**config.mk**
```make
export PLATFORM = sky130hd
export DESIGN_NAME = usb_tx_serializer_flat
export DESIGN_NICKNAME = d
export VERILOG_FILES = /design/src/rtl/usb_tx_serializer_if.sv /design/src/rtl/usb_tx_serializer.sv /design/src/flat_wrapper.sv
export SDC_FILE = /design/constraint.sdc
export NUM_CORES = 1
export LEC_CHECK = 0
export ABC_AREA = 1
export CORE_ASPECT_RATIO = 2
export CORE_MARGIN = 2
export CORE_UTILIZATION = 42
export CTS_CLUSTER_SIZE = 10
export DETAILED_ROUTE_END_ITERATION = 10
export HOLD_SLACK_MARGIN = 0.15
export PLACE_DENSITY_LB_ADDON = 0.15
export SKIP_CTS_REPAIR_TIMING = 1
export SYNTH_ARGS = -nofsm -noshare
export SYNTH_HDL_FRONTEND = slang
export SYNTH_SLANG_ARGS = --single-unit
```
**constraint.sdc**
```tcl
create_clock -name clk -period 2.3 [get_ports clk]
set_clock_uncertainty 0.15 [all_clocks]
set_input_delay 0.575 -clock clk [delete_from_list [all_inputs] [get_ports clk]]
set_output_delay 0.575 -clock clk [all_outputs]
set_load 0.1 [all_outputs]
```
**src/rtl/usb_tx_serializer_if.sv**
```systemverilog
// Word handoff from the TX packet controller into the serializer (valid/ready).
interface usb_tx_serializer_if #(
    parameter int DATA_WIDTH = 8
);
    logic [DATA_WIDTH-1:0] tx_data;
    logic                  tx_valid;
    logic                  tx_ready;

    modport master (
        output tx_data,
        output tx_valid,
        input  tx_ready
    );

    modport slave (
        input  tx_data,
        input  tx_valid,
        output tx_ready
    );
endinterface

```
**src/rtl/usb_tx_serializer.sv**
```systemverilog
// USB TX serializer: double-buffered words shifted out LSB-first with optional bit stuffing.
// Latency: word accepted while idle is loaded one clock later; each bit lasts CLKS_PER_BIT clocks.
// Backpressure: tx_ready drops while the holding register is full; back-to-back words stream gap-free.
module usb_tx_serializer #(
    parameter int DATA_WIDTH   = 8,
    parameter int CLKS_PER_BIT = 8,
    parameter int STUFF_RUN    = 6
) (
    input  logic               clk,
    input  logic               n_rst,
    usb_tx_serializer_if.slave tx,
    input  logic               stuff_en,
    output logic               serial_out,
    output logic               bit_strobe,
    output logic               byte_done,
    output logic               busy
);
    localparam int TW = (CLKS_PER_BIT > 1) ? $clog2(CLKS_PER_BIT) : 1;
    localparam int IW = (DATA_WIDTH > 1) ? $clog2(DATA_WIDTH) : 1;
    localparam int RW = $clog2(STUFF_RUN + 1);

    localparam logic [TW-1:0] TIMER_MAX = TW'(CLKS_PER_BIT - 1);
    localparam logic [IW-1:0] IDX_LAST  = IW'(DATA_WIDTH - 1);
    localparam logic [RW-1:0] RUN_MAX   = RW'(STUFF_RUN);

    typedef enum logic [1:0] {
        IDLE  = 2'd0,
        SHIFT = 2'd1,
        STUFF = 2'd2
    } state_t;

    state_t                state_q;
    state_t                state_d;
    logic [DATA_WIDTH-1:0] hold_q;
    logic                  hold_full;
    logic [DATA_WIDTH-1:0] shift_q;
    logic [TW-1:0]         timer_q;
    logic [IW-1:0]         idx_q;
    logic [RW-1:0]         run_q;
    logic [RW-1:0]         run_d;
    logic [RW-1:0]         run_inc;
    logic                  cur_bit;
    logic                  last_bit;
    logic                  accept;
    logic                  load;
    logic                  advance;
    logic                  enter_stuff;
    logic                  last_done;

    assign tx.tx_ready = ~hold_full;
    assign accept      = tx.tx_valid & ~hold_full;
    assign cur_bit     = shift_q[idx_q];
    assign last_bit    = (idx_q == IDX_LAST);
    // Saturating so a long run with stuffing disabled cannot wrap back to a small count.
    assign run_inc     = !cur_bit ? '0 :
                         (run_q == RUN_MAX) ? RUN_MAX : run_q + RW'(1);

    always_ff @(posedge clk or negedge n_rst) begin
        if (!n_rst) begin
            state_q <= IDLE;
        end else begin
            state_q <= state_d;
        end
    end

    always_comb begin
        state_d     = state_q;
        run_d       = run_q;
        load        = 1'b0;
        advance     = 1'b0;
        enter_stuff = 1'b0;
        last_done   = 1'b0;
        case (state_q)
            IDLE: begin
                if (hold_full) begin
                    load    = 1'b1;
                    state_d = SHIFT;
                end
            end
            SHIFT: begin
                if (bit_strobe) begin
                    run_d = run_inc;
                    if (stuff_en && (run_inc == RUN_MAX)) begin
                        enter_stuff = 1'b1;
                        state_d     = STUFF;
                        run_d       = '0;
                        last_done   = last_bit;
                    end else if (!last_bit) begin
                        advance = 1'b1;
                    end else begin
                        last_done = 1'b1;
                        if (hold_full) begin
                            load = 1'b1;
                        end else begin
                            state_d = IDLE;
                            run_d   = '0;
                        end
                    end
                end
            end
            STUFF: begin
                // byte_done for a word ending in a stuffed bit was already issued on entry.
                if (bit_strobe) begin
                    if (!last_bit) begin
                        advance = 1'b1;
                        state_d = SHIFT;
                    end else if (hold_full) begin
                        load    = 1'b1;
                        state_d = SHIFT;
                    end else begin
                        state_d = IDLE;
                    end
                end
            end
            default: begin
                state_d = IDLE;
            end
        endcase
    end

    always_comb begin
        busy       = (state_q != IDLE);
        bit_strobe = (state_q != IDLE) && (timer_q == TIMER_MAX);
    end

    always_ff @(posedge clk or negedge n_rst) begin
        if (!n_rst) begin
            hold_q     <= '0;
            hold_full  <= 1'b0;
            shift_q    <= '0;
            timer_q    <= '0;
            idx_q      <= '0;
            run_q      <= '0;
            serial_out <= 1'b1;
            byte_done  <= 1'b0;
        end else begin
            timer_q   <= (!busy || bit_strobe) ? '0 : timer_q + TW'(1);
            run_q     <= run_d;
            byte_done <= last_done;

            if (accept) begin
                hold_q    <= tx.tx_data;
                hold_full <= 1'b1;
            end else if (load) begin
                hold_full <= 1'b0;
            end

            if (load) begin
                shift_q    <= hold_q;
                idx_q      <= '0;
                serial_out <= hold_q[0];
            end else if (advance) begin
                idx_q      <= idx_q + IW'(1);
                serial_out <= shift_q[idx_q + IW'(1)];
            end else if (enter_stuff) begin
                serial_out <= 1'b0;
            end else if (state_d == IDLE) begin
                serial_out <= 1'b1;
            end
        end
    end
endmodule

```
**src/flat_wrapper.sv**
```systemverilog
// flat-port wrapper written by rule: the top's interface ports become plain ports
module usb_tx_serializer_flat 
#(
    parameter int DATA_WIDTH   = 8,
    parameter int CLKS_PER_BIT = 8,
    parameter int STUFF_RUN    = 6
)
  (clk, n_rst, stuff_en, serial_out, bit_strobe, byte_done, busy, tx_tx_data, tx_tx_valid, tx_tx_ready);
  usb_tx_serializer_if #(.DATA_WIDTH(DATA_WIDTH)) tx_i ();
  input  logic clk;
  input  logic n_rst;
  input  logic stuff_en;
  output logic serial_out;
  output logic bit_strobe;
  output logic byte_done;
  output logic busy;
  input wire logic [$bits(tx_i.tx_data)-1:0] tx_tx_data;
  input wire logic [$bits(tx_i.tx_valid)-1:0] tx_tx_valid;
  output wire logic [$bits(tx_i.tx_ready)-1:0] tx_tx_ready;
  assign tx_i.tx_data = tx_tx_data;
  assign tx_i.tx_valid = tx_tx_valid;
  assign tx_tx_ready = tx_i.tx_ready;
  usb_tx_serializer #(.DATA_WIDTH(DATA_WIDTH), .CLKS_PER_BIT(CLKS_PER_BIT), .STUFF_RUN(STUFF_RUN)) u_core (.clk(clk), .n_rst(n_rst), .tx(tx_i), .stuff_en(stuff_en), .serial_out(serial_out), .bit_strobe(bit_strobe), .byte_done(byte_done), .busy(busy));
endmodule
```
# Word level (Yosys, flattened, before mapping)
# Cells that the tools add are included.
[op_classes]
addsub = 3
mul = 0
n_div = 0
order_cmp = 2
eq_ne = 6
shift = 0
mux = 45
bitwise_logic = 2
n_reduce_logical = 11
[op_table]
columns = ["op", "n"]
rows = [
  ["$mux 1", 25],
  ["$mux 3", 8],
  ["$mux 2", 7],
  ["$eq 3x3->1 const B", 4],
  ["$add 3x1->3 const B", 3],
  ["$lt 3x4->1 const B", 2],
  ["$bmux 1 s3", 2],
  ["$pmux 2 s3", 1],
  ["$reduce_bool 2->1", 3],
  ["$logic_not 2->1", 2],
  ["$reduce_bool 4->1", 1],
  ["$pmux 1 s3", 1],
  ["$eq 2x1->1 const B", 1],
  ["$eq 2x2->1 const B", 1],
  ["$logic_and 1x1->1", 2],
  ["$pmux 1 s2", 1],
  ["$reduce_and 2->1", 1],
  ["$and 1x1->1", 1],
  ["$logic_not 1->1", 1],
  ["$logic_or 1x1->1", 1],
  ["$not 1->1", 1],
]
[totals]
reg_bits = 30
latch_bits = 0
mem_bits_rw = 0
rom_bits = 0
output_inout_bits = 5
word_cells = 78
memories = 0

# Logic depth before layout (Yosys ltp)
[depth]
depth_word = 13
ltp_mapped = 14
depth_no_buf = 14

# Worst setup path after synthesis
# No wires, ideal clock.
[synth_timing]
kind = "register to register"
start = "register u_core.state_q[0]"
end = "register u_core.hold_full"
t_arrival_ps = 3012
path_slack_ps = -1015
path_stages_with_launch = 12
period_less_slack_ps = 3315
path_cell_list = "dfrtp_1 > inv_1 > ha_1 > nor2_1 > inv_1 > nor3_1 > nand2_2 > nand2_4 > nand2_4 > inv_6 > buf_12 > o21ai_2"
[synth_between]
elab_chain_len = 5
elab_cells_between_ends = 9
[synth_lines]
columns = ["item", "line_no", "source"]
rows = [
  ["from (decl)", "usb_tx_serializer.sv:32", "state_t state_q;"],
  ["from (signal assigned)", "usb_tx_serializer.sv:62", "state_q <= state_d;"],
  ["$reduce_bool 2->1 *", "usb_tx_serializer.sv:123", "bit_strobe = (state_q != IDLE) && (timer_q == TIMER_MAX);"],
  ["$logic_and 1x1->1 *", "usb_tx_serializer.sv:123", ""],
  ["named net bit_strobe", "flat_wrapper.sv:14", "output logic bit_strobe;"],
  ["$mux 1, on equally long branches", "usb_tx_serializer.sv:103, usb_tx_serializer.sv:81", ""],
  ["$pmux 1 s3 *", "usb_tx_serializer.sv:73", "case (state_q)"],
  ["$reduce_bool 2->1 (no line) *", "-", ""],
  ["to (signal assigned)", "usb_tx_serializer.sv:129", "hold_full <= 1'b0;"],
  ["to (signal assigned)", "usb_tx_serializer.sv:143", "hold_full <= 1'b1;"],
  ["to (signal assigned)", "usb_tx_serializer.sv:145", "hold_full <= 1'b0;"],
  ["to (decl)", "usb_tx_serializer.sv:35", "logic hold_full;"],
]
# The timed path passes the listed nets; every way through them passes the cells marked *.
# A chain may end at the register's enable or synchronous reset.

# Worst setup path in the final report
[layout_timing]
start = "register u_core.state_q[0]"
end = "output busy"
[layout_between]
elab_chain_len = 1
[layout_lines]
columns = ["item", "line_no", "source"]
rows = [
  ["$reduce_bool 2->1", "usb_tx_serializer.sv:122", "busy = (state_q != IDLE);"],
  ["to (decl)", "flat_wrapper.sv:16", "output logic busy;"],
]
# Every way passes these cells.

==> out/metrics.yaml <==
clk_latency_ps: 280
grt_max_degree: 31
h-tree-depth: 2
start_util_pct: 43.0
cp.buffers_inverters: 3
yosysSeqAreaShare_pct: 43.2
routed.top_layer: "met4"
path_common_cell: "inv_1"
die_area_mm2: 0.00470
synth_area_mm2: 0.00174
fin_crit_sh_pct: 96.8
drive_gt1_share_pct: 23.1
fp.dieH_um: 95.0
drt-total-wl_um: 3410
row_count: 33
synthArstFlopShare_pct: 100
ys.warnings.count: 0
postRouteAntennaNets: 0
synth_ff_type: "dfrtp_1"
worst_setup_path_start_kind: "register"
avgViaCountPerCell: 5.07
powerDensity_mw_per_mm2: 573
routedWlPerCell_um: 12.5
crit_type: "register to output port"
synth_cells: 197
cts_tree: "yes"
cts_sinks: 30
yosys-top-cells-area: "dfrtp_1, nand2_1, ha_1"
worst_hold_path_type: "register to register"
diodes: 0
fillCellCount: 413
grt_pass1_vias: 1342
synth.distinct_cells: 28
final_cells: 273
crit_arrival_ps: 1500
max-cap-violations: 0
postSynthNetCount: 219
wl_met3_um: 92
track_usage_pct: 16.4
rsz0062_at_grt: "false"
critical_path.top_delay_family: "buffers and inverters"
critPathMaxFanout: 5
worstPathCellList: "inv_1, ha_1, inv_1, buf_12"
slew_headroom_pct: 71.7
hpwl_um: 2720
setup-tns-final_ps: 0
root_buffer: "clkbuf_8"
ir_worst_vdd_v: 0.000532
synth_edf_count: 0
cp-end-kind: "output port"
drc: 0
ys_top_cells_by_count: "nand2_1, inv_1, dfrtp_1"
yosysMostFrequentCell: "nand2_1"
syn_avg_cell_area_um2: 8.83
gp_congestion: 0.897
hold_violations: 0
timing.fmax_ghz: 0.449
synth_top_area_cell: "dfrtp_1"
synth_seq_cells: 30
setup_viol: 0
overflow: 0
post-route-min-period_ps: 2230
syn2layout_area_growth_pct: 21.2
port_buffers: 16
required_ps: 1570
wl_met2_um: 1990
cts_made_buffers: 5
report.final.slew_viol_count: 0
fin_nets: 242
grt_pass1_wl_um: 5710
antenna_found_initial: 0
core_area_mm2: 0.00405
drtIter0Drc: 25
wl_met1_um: 1160
drt_pre_antenna_iters: 4
tightest_slew_ps: 423
whs_ps: 288
die_x_um: 49.5
dp_cells: 265
path_clk_slew_ps: 70
via_count: 1385
status: "finished, final reports clean"
pin_count: 17
crit_path_max_incr_delay_ps: 380
synth_top_cell_area_share_pct: 41.7
cts_buffer_depth: 2
crit_path_top_delay_cell: "dfrtp_1"
leakage_uw: 0.00106
==> layout by cell type, fill, tap and decap left out, types with 2 or more instances in the layout <==
master and count:
a21oi_1 10, buf_12 4, buf_4 3, clkbuf_8 8, clkdlybuf4s50_1 11, dfrtp_1 29, ha_1 10, inv_1 31
inv_2 2, mux2_2 7, nand2_1 42, nand2_2 6, nand2_4 4, nand3_1 10, nand4_1 2, nor2_1 10
o21ai_0 10, o21ai_2 8
==> path summary, 6_finish.rpt <==
path	cells past startpoint	to	startpoint	slack, ps
worst min register to register	1	u_core.timer_q[0]	u_core.timer_q[0]	290
max in group asynchronous	2	u_core.serial_out	n_rst	1160
worst max-delay path	4	busy	u_core.state_q[0]	70
worst min-delay path	1	u_core.timer_q[0]	u_core.timer_q[0]	290
worst max register to register	12	u_core.serial_out	u_core.timer_q[0]	210
min in group asynchronous	2	u_core.state_q[1]	n_rst	530
==> sequential cells by signal, indices dropped and copies added (netlist names) <==
name,cells
u_core.timer_q,3
u_core.serial_out,1
u_core.run_q,3
u_core.byte_done,1
u_core.idx_q,3
u_core.state_q,2
u_core.hold_q,8
u_core.hold_full,1
u_core.shift_q,8
==> cells by family (layout without fill, tap and decap cells) <==
group | Yosys count | after routing | share of synthesized area (%)
xor gates and xnor gates | 1 | 1 | 0.504
buffers and inverters | 36 | 60 | 9.42
AOI/OAI and AO/OA | 32 | 32 | 12.2
and+or+nand+nor | 81 | 81 | 23.0
adders and majority gates | 10 | 10 | 7.19
DFF | 30 | 30 | 43.2
muxes | 7 | 7 | 4.53
==> power breakdown <==
group	leakage, µW	switching, µW	internal (µW)
Sequential	0.000359	26.9	580
Combinational	0.000647	46.2	60.7
Clock	0.0000575	193	302
==> stage by stage <==
step                      worst slack [ps]  area, µm²  power [µW]  utilization [%]
final                                 73.5       2110        1210             52.1
after global routing                  6.35       2110        1270             52.1
after CTS                             47.6       2110        1230             52.1
after detailed placement               126       2000         728             49.4
after global placement                 140       2000         724             49.4
after floorplan                       44.0       1750         676                -
==> layout make-up <==
type,instances,area [µm²],area share (%)
Multi-Input combinational cell,131,836,39.6
Sequential cell,30,752,35.7
Timing Repair Buffer,18,213,10.1
Inverter,34,133,6.29
Clock buffer,8,110,5.22
Tap cell,52,65.1,3.09
==> metal layers <==
layer | up-vias | track usage [%]
met5 | - | 0
met4 | 0 | 11.8
met3 | 13 | 3.16
met2 | 29 | 32.3
met1 | 670 | 13.9
li1 | 673 | -
No activity file was read; power rests on OpenSTA's default activity.
